$ cat src/rtl/serial_subtractor.sv
// Bit-serial two's-complement subtractor: one full-subtractor cell and a borrow flop
// produce a - b LSB first, with borrow/zero/overflow flags and a start/busy/done handshake.
module serial_subtractor #(
    parameter int WIDTH = 32
) (
    input  logic             clk,
    input  logic             rst_n,
    input  logic             start,
    input  logic [WIDTH-1:0] a,
    input  logic [WIDTH-1:0] b,
    output logic             busy,
    output logic             done,
    output logic [WIDTH-1:0] diff,
    output logic             bout,
    output logic             zero,
    output logic             ovf
);

    localparam int CW = (WIDTH > 2) ? $clog2(WIDTH) : 1;
    localparam logic [CW-1:0] CNT_ONE  = CW'(1);
    localparam logic [CW-1:0] CNT_LAST = CW'(WIDTH - 1);

    typedef enum logic [1:0] {
        IDLE  = 2'd0,
        SHIFT = 2'd1,
        FIN   = 2'd2
    } state_t;

    function automatic logic fs_diff(input logic x, input logic y, input logic bi);
        return x ^ y ^ bi;
    endfunction

    function automatic logic fs_borrow(input logic x, input logic y, input logic bi);
        return (~x & y) | (~(x ^ y) & bi);
    endfunction

    state_t           r_state;
    state_t           w_state_next;
    logic [WIDTH-1:0] r_ra;
    logic [WIDTH-1:0] r_rb;
    logic [WIDTH-1:0] r_rr;
    logic             r_br;
    logic [CW-1:0]    r_cnt;
    logic             r_a_msb;
    logic             r_b_msb;
    logic             r_busy;
    logic             r_done;
    logic [WIDTH-1:0] r_diff;
    logic             r_bout;
    logic             r_zero;
    logic             r_ovf;

    logic             w_d;
    logic             w_br_next;
    logic [WIDTH-1:0] w_rr_next;
    logic             w_accept;
    logic             w_last;

    // Full-subtractor cell and control decodes
    always_comb begin
        w_d       = fs_diff(r_ra[0], r_rb[0], r_br);
        w_br_next = fs_borrow(r_ra[0], r_rb[0], r_br);
        w_rr_next = {w_d, r_rr[WIDTH-1:1]};
        w_last    = (r_cnt == CNT_LAST);
        if ((r_state == IDLE) || (r_state == FIN)) begin
            w_accept = start;
        end else begin
            w_accept = 1'b0;
        end
    end

    // Next-state logic
    always_comb begin
        w_state_next = r_state;
        case (r_state)
            IDLE: begin
                if (start) begin
                    w_state_next = SHIFT;
                end else begin
                    w_state_next = IDLE;
                end
            end
            SHIFT: begin
                if (w_last) begin
                    w_state_next = FIN;
                end else begin
                    w_state_next = SHIFT;
                end
            end
            FIN: begin
                if (start) begin
                    w_state_next = SHIFT;
                end else begin
                    w_state_next = IDLE;
                end
            end
            default: w_state_next = IDLE;
        endcase
    end

    // State register
    always_ff @(posedge clk or negedge rst_n) begin
        if (!rst_n) begin
            r_state <= IDLE;
        end else begin
            r_state <= w_state_next;
        end
    end

    // Operand capture and serial shift datapath
    always_ff @(posedge clk or negedge rst_n) begin
        if (!rst_n) begin
            r_ra    <= '0;
            r_rb    <= '0;
            r_rr    <= '0;
            r_br    <= 1'b0;
            r_cnt   <= '0;
            r_a_msb <= 1'b0;
            r_b_msb <= 1'b0;
        end else begin
            case (r_state)
                IDLE, FIN: begin
                    if (w_accept) begin
                        r_ra    <= a;
                        r_rb    <= b;
                        r_rr    <= '0;
                        r_br    <= 1'b0;
                        r_cnt   <= '0;
                        r_a_msb <= a[WIDTH-1];
                        r_b_msb <= b[WIDTH-1];
                    end
                end
                SHIFT: begin
                    r_ra  <= {1'b0, r_ra[WIDTH-1:1]};
                    r_rb  <= {1'b0, r_rb[WIDTH-1:1]};
                    r_rr  <= w_rr_next;
                    r_br  <= w_br_next;
                    r_cnt <= r_cnt + CNT_ONE;
                end
                default: begin
                    r_cnt <= '0;
                end
            endcase
        end
    end

    // Handshake and result registers; results load only on the edge into FIN
    always_ff @(posedge clk or negedge rst_n) begin
        if (!rst_n) begin
            r_busy <= 1'b0;
            r_done <= 1'b0;
            r_diff <= '0;
            r_bout <= 1'b0;
            r_zero <= 1'b0;
            r_ovf  <= 1'b0;
        end else begin
            r_busy <= (w_state_next == SHIFT);
            r_done <= (w_state_next == FIN);
            if ((r_state == SHIFT) && w_last) begin
                r_diff <= w_rr_next;
                r_bout <= w_br_next;
                r_zero <= (w_rr_next == '0);
                r_ovf  <= (r_a_msb != r_b_msb) && (w_rr_next[WIDTH-1] != r_a_msb);
            end
        end
    end

    assign busy = r_busy;
    assign done = r_done;
    assign diff = r_diff;
    assign bout = r_bout;
    assign zero = r_zero;
    assign ovf  = r_ovf;

endmodule

$ cat config.mk
export PLATFORM = sky130hd
export DESIGN_NAME = serial_subtractor
export DESIGN_NICKNAME = d
export VERILOG_FILES = /design/src/rtl/serial_subtractor.sv
export SDC_FILE = /design/constraint.sdc
export NUM_CORES = 1
export LEC_CHECK = 0
export ABC_CLOCK_PERIOD_IN_PS = 2200
export BUFFER_PORTS_ARGS = -buffer_cell sky130_fd_sc_hd__clkbuf_2
export CAP_MARGIN = 20
export CORE_ASPECT_RATIO = 1.75
export CORE_MARGIN = 2
export CORE_UTILIZATION = 30
export CTS_CLUSTER_DIAMETER = 40
export DETAILED_ROUTE_END_ITERATION = 10
export HOLD_SLACK_MARGIN = 0.02
export PLACE_DENSITY = 0.48
export SLEW_MARGIN = 30
export SYNTH_ARGS = -nofsm -noshare
export SYNTH_HDL_FRONTEND = slang
export SYNTH_SLANG_ARGS = --single-unit
$ cat constraint.sdc
create_clock -name clk -period 2.2 [get_ports clk]
set_input_delay 0.11 -clock clk [delete_from_list [all_inputs] [get_ports clk]]
set_output_delay 0.11 -clock clk [all_outputs]
set_load 0.05 [all_outputs]
# Yosys cells after proc, flatten, opt, wreduce, memory -nomap -nowiden
# Index checks and enable logic that the tools add are counted.
# W data, S select, Z words.
dict set report classes {
  n_addsub 1
  n_eq_ne 8
  n_mux 14
  bitwise 7
  n_reduce_logical 9
}
# operator n
set ops {}
lappend ops {{$pmux W32 S2} 3}
lappend ops {{$mux W32} 3}
lappend ops {{$logic_not A32 Y1} 1}
lappend ops {{$pmux W5 S2} 1}
lappend ops {{$add A5 B1 Y5 const B} 1}
lappend ops {{$eq A5 B5 Y1 const B} 1}
lappend ops {{$mux W5} 1}
lappend ops {{$eq A2 B1 Y1 const B} 2}
lappend ops {{$eq A2 B2 Y1 const B} 2}
lappend ops {{$pmux W2 S2} 1}
lappend ops {{$reduce_and A2 Y1} 2}
lappend ops {{$mux W1} 3}
lappend ops {{$and A1 B1 Y1} 2}
lappend ops {{$logic_and A1 B1 Y1} 2}
lappend ops {{$logic_not A2 Y1} 1}
lappend ops {{$mux W2} 1}
lappend ops {{$ne A1 B1 Y1} 2}
lappend ops {{$ne A2 B1 Y1 const B} 1}
lappend ops {{$not A1 Y1} 2}
lappend ops {{$pmux W1 S2} 1}
lappend ops {{$reduce_bool A2 Y1} 1}
lappend ops {{$reduce_or A2 Y1} 1}
lappend ops {{$xor A1 B1 Y1} 2}
lappend ops {{$logic_or A1 B1 Y1} 1}
lappend ops {{$or A1 B1 Y1} 1}
dict set report totals {
  reg_bits 143
  in_bits 67
  out_inout_bits 37
  word_cells 53
}

# Logic depth before layout (Yosys ltp)
dict set report logic_depth {
  ltp_word 5
  ltp_mapped 7
  mapped_depth_nobuf 6
}

# Least setup slack after synthesis
# No wires, ideal clock.
dict set report synth_timing {
  path_kind {register to register}
  startpoint {register r_cnt[0]}
  endpoint {register r_diff[29] (netlist: diff[29])}
  setup_time_ns 0.125
  t_arrival_ns 1.702
  required_time_ns 2.075
  setup_slack_ns 0.373
  stages_incl_launch_ff 7
  path_buffers 1
  period_less_slack_ns 1.827
  path_cell_list {dfrtp_1 -> ha_1 -> and3_1 -> ha_1 -> nand3b_1 -> clkbuf_1 -> mux2_2}
}
dict set report synth_between {
  elab_chain_len 2
}
# element line
set synth_rtl {}
lappend synth_rtl {{start: declaration} 43} ;# logic [CW-1:0] r_cnt;
lappend synth_rtl {{start signal: assignment} 138} ;# r_cnt <= r_cnt + CNT_ONE;
lappend synth_rtl {{$eq A5 B5 Y1} 64} ;# w_last = (r_cnt == CNT_LAST);
lappend synth_rtl {{$logic_and A1 B1 Y1} 159} ;# if ((r_state == SHIFT) && w_last) begin
lappend synth_rtl {{end signal: assignment} 160} ;# r_diff <= w_rr_next;
lappend synth_rtl {{end: declaration} 48} ;# logic [WIDTH-1:0] r_diff;
# No other way between the ends.
# A chain may end at the register's enable or synchronous reset.

# Worst setup path in the final report
dict set report layout_timing {
  startpoint {register r_cnt[0]}
  endpoint {register r_diff[4] (netlist: diff[4])}
}
# The elaborated chain is that of the path after synthesis.

==> results.cfg <==
[finish]
design_area_mm2 = 0.00765
antenna_cells = 0
drive_gt1_share_pct = 27.7
nets = 713
fillers = 1799
area_growth_pct = 35.3

[floorplan]
die_h_um = 186
start_util_pct = 30.5
die-area_mm2 = 0.0200
die_x_um = 108
row_count = 66
core_mm2 = 0.0186
io-pin-count = 104

[clock_tree]
worst_skew_pair.late_latency_ns = 0.41
htreeDepth = 4
clkSinkCount = 142
clockBufferDepth = 2
clk_pin_slew_worst_paths_ns = 0.06
cts_tree = yes
cts_root_buf = clkbuf_16
cts_buffers = 17

[timing]
fin_tns_setup_ns = 0
worst_pin_slew_ns = 0.504
slew_viol_final = 0
fmax_mhz = 523
clock_skew_ns = 0.0102
min_period_ns = 1.91
holdWs_ns = 0.0153
setup_viol_count_final = 0
hold_viol = 0
slew_headroom_pct = 66.4
rsz0062_at_grt = false
fin_ws_ns = 0.288
finalCritPeriodShare_pct = 86.9

[synth]
ys_warn_count = 0
netlist-cell-type-count = 30
syn_inst = 488
yosys.area.top_type_share_pct = 62.8
synth.cell_area_mm2 = 0.00566
syn_nets = 558
synth_sequential_area_ratio_pct = 62.8
synth_largest_area_cell = dfrtp_1
syn_avg_cell_area_um2 = 11.6
synth-seq-cells = 142
yosys-top-cells-area = dfrtp_1, o22ai_1, mux2_2

[global_routing]
track_usage_pct = 14.8
grt_max_degree = 82
antenna_found_initial = 0
grt_pass1_vias = 4762
met2_usage_pct = 26.9
grt.busiest_layer = met2
grt_pass1_wl_um = 23400
use_met1_pct = 17.1
gr-total-overflow = 0
met3_usage_pct = 3.08

[setup_path]
end_kind = flop
crit_type = reg -> reg
cp_slowest_stage_delay_ns = 0.41
path_cells = ha_1, and3_1, ha_1, nand3b_1, buf_12, mux2_2
r2r_slack_ns = 0.29
cp.arrival_ns = 2.20
critPathRequiredTime_ns = 2.49
worstReg2RegStart = r_cnt[0]
rr_worst_depth = 6
cp-start-kind = flop
crit_fanout = 39
timing.rr.end = diff[4]
crit_top_cell = ha_1
slowest_stage = dfrtp_1

[power_and_ir_drop]
total_power_w = 0.0101
vdd_drop_max_v = 0.000550
seq_power_share_pct = 43.5
p_comb_share_pct = 28.4
power_leakage_nw = 3.40
p_int_w = 0.00659
power.density_mw_per_mm2 = 1320
switchingPower_w = 0.00350
p_sw_share_pct = 34.7
clock_power_share_pct = 28.1

[placement]
placed_cell_area_mm2 = 0.00646
io_buffer_count = 103
preCtsSetupSlack_ns = 0.285
globalplace.congestion = 0.737
hpwl_um = 8940

[routing]
drt-total-wl_um = 14100
vias_per_cell = 4.95
drtAntennaViolNets = 0
routed-via-count = 4427
drtPass1Iterations = 4
drc = 0
wire_per_inst_um = 15.8
drt-initial-drc-count = 144

[run]
drv_cap = 0

[worst_hold_path]
whs_endpoint = r_ra[1]
hold_class = in -> reg
holdCritStartpoint = a[1]
whs_path_depth = 3

[status]
outcome = completed
==> kinds of logic (layout without fill, tap and decap cells) <==
logic type,count (synthesis),after routing,synth area share [%]
fa+ha+maj,3,3,0.796
mux,32,32,6.37
xor+xnor,1,1,0.155
simple gates,157,157,12.8
flops,142,142,62.8
compound gates,109,109,13.4
buf+inv,44,212,3.63
==> cells in the mapped netlist, drive strengths merged <==
library cell / n
o31ai: 1
nand3: 1
o2bb2ai: 1
and3: 1
and3b: 1
nor2: 64
xor2: 1
nor3b: 1
dfrtp: 142
nor3: 61
o22ai: 63
ha: 2
mux2: 32
nand3b: 2
a22o: 34
nor2b: 2
nand2: 11
inv: 4
buf: 29
nand4: 2
fa: 1
o21ai: 7
nor4: 8
a21oi: 2
nand2b: 3
clkbuf: 11
a21o: 1
==> power by group through the flow <==
stage / registers, W / logic (W) / clock network [W]
global route: 0.00453 / 0.00321 / 0.00303
detailed placement: 0.00443 / 0.00281 / 0
global placement: 0.00440 / 0.00272 / 0
finish: 0.00439 / 0.00287 / 0.00283
CTS: 0.00439 / 0.00291 / 0.00290
floorplan: 0.00459 / 0.00177 / 0
==> final cells by class <==
class	count	area, µm²	area share, %
Timing Repair Buffer	176	1280	16.8
Tap cell	238	298	3.89
Inverter	4	15.0	0.196
Multi-Input combinational cell	302	1920	25.1
Sequential cell	142	3550	46.4
Clock inverter	12	136	1.78
Clock buffer	20	447	5.84
==> critical path, delay by kind of cell, from the launching register on <==
kind | cells | cell delay, ns
AND/OR/NAND/NOR | 2 | 0.34
buffers and inverters | 1 | 0.25
flip-flops | 1 | 0.41
multiplexers | 1 | 0.36
adder cells (fa/ha/maj) | 2 | 0.43
==> stage by stage <==
stage / cells / util, %
detailed placement: 801 / 34.8
floorplan: 488 / -
global placement: 801 / 34.8
CTS: 894 / 41.2
finish: 894 / 41.2
global route: 894 / 41.2
==> flip-flops by register name (all words and copies together) (netlist names), 2 cells and up <==
register and count:
diff 32, r_ra 32, r_rb 32, r_rr 31, r_cnt 5, r_state 2
==> timing repair <==
item	CTS	global route
hold buffers	61	0
setup buffers	0	0
hold endpoints to repair	106	0
gates resized for setup	0	0
==> cells in the final DEF, fill, tap and decap left out, drive strengths merged, types with 3 or more instances in the layout <==
| cell | count |
|---|---|
| o21ai | 7 |
| nor2 | 64 |
| nand2b | 3 |
| nor3 | 61 |
| o22ai | 63 |
| dlygate4sd3 | 61 |
| dfrtp | 142 |
| nor4 | 8 |
| nand2 | 11 |
| clkbuf | 122 |
| a22o | 34 |
| inv | 6 |
| mux2 | 32 |
| clkinvlp | 3 |
| buf | 13 |
| clkinv | 5 |
==> worst max path at each step <==
| stage | startpoint | endpoint | depth (start not counted) |
|---|---|---|---|
| floorplan | r_cnt[0] | diff[29] | 6 |
| global placement | r_cnt[0] | diff[2] | 6 |
| detailed placement | r_cnt[0] | diff[4] | 6 |
| CTS | r_cnt[0] | diff[4] | 6 |
| global route | r_cnt[0] | diff[4] | 6 |
| finish | r_cnt[0] | diff[4] | 6 |
==> routing by layer <==
metal  up-vias  part of all wire [%]
li1       2097                     -
met1      2212                    41
met2       107                    54
met3        11                   3.8
met4         0                   1.4
met5         -                     0
(Power assumes the default switching activity.)
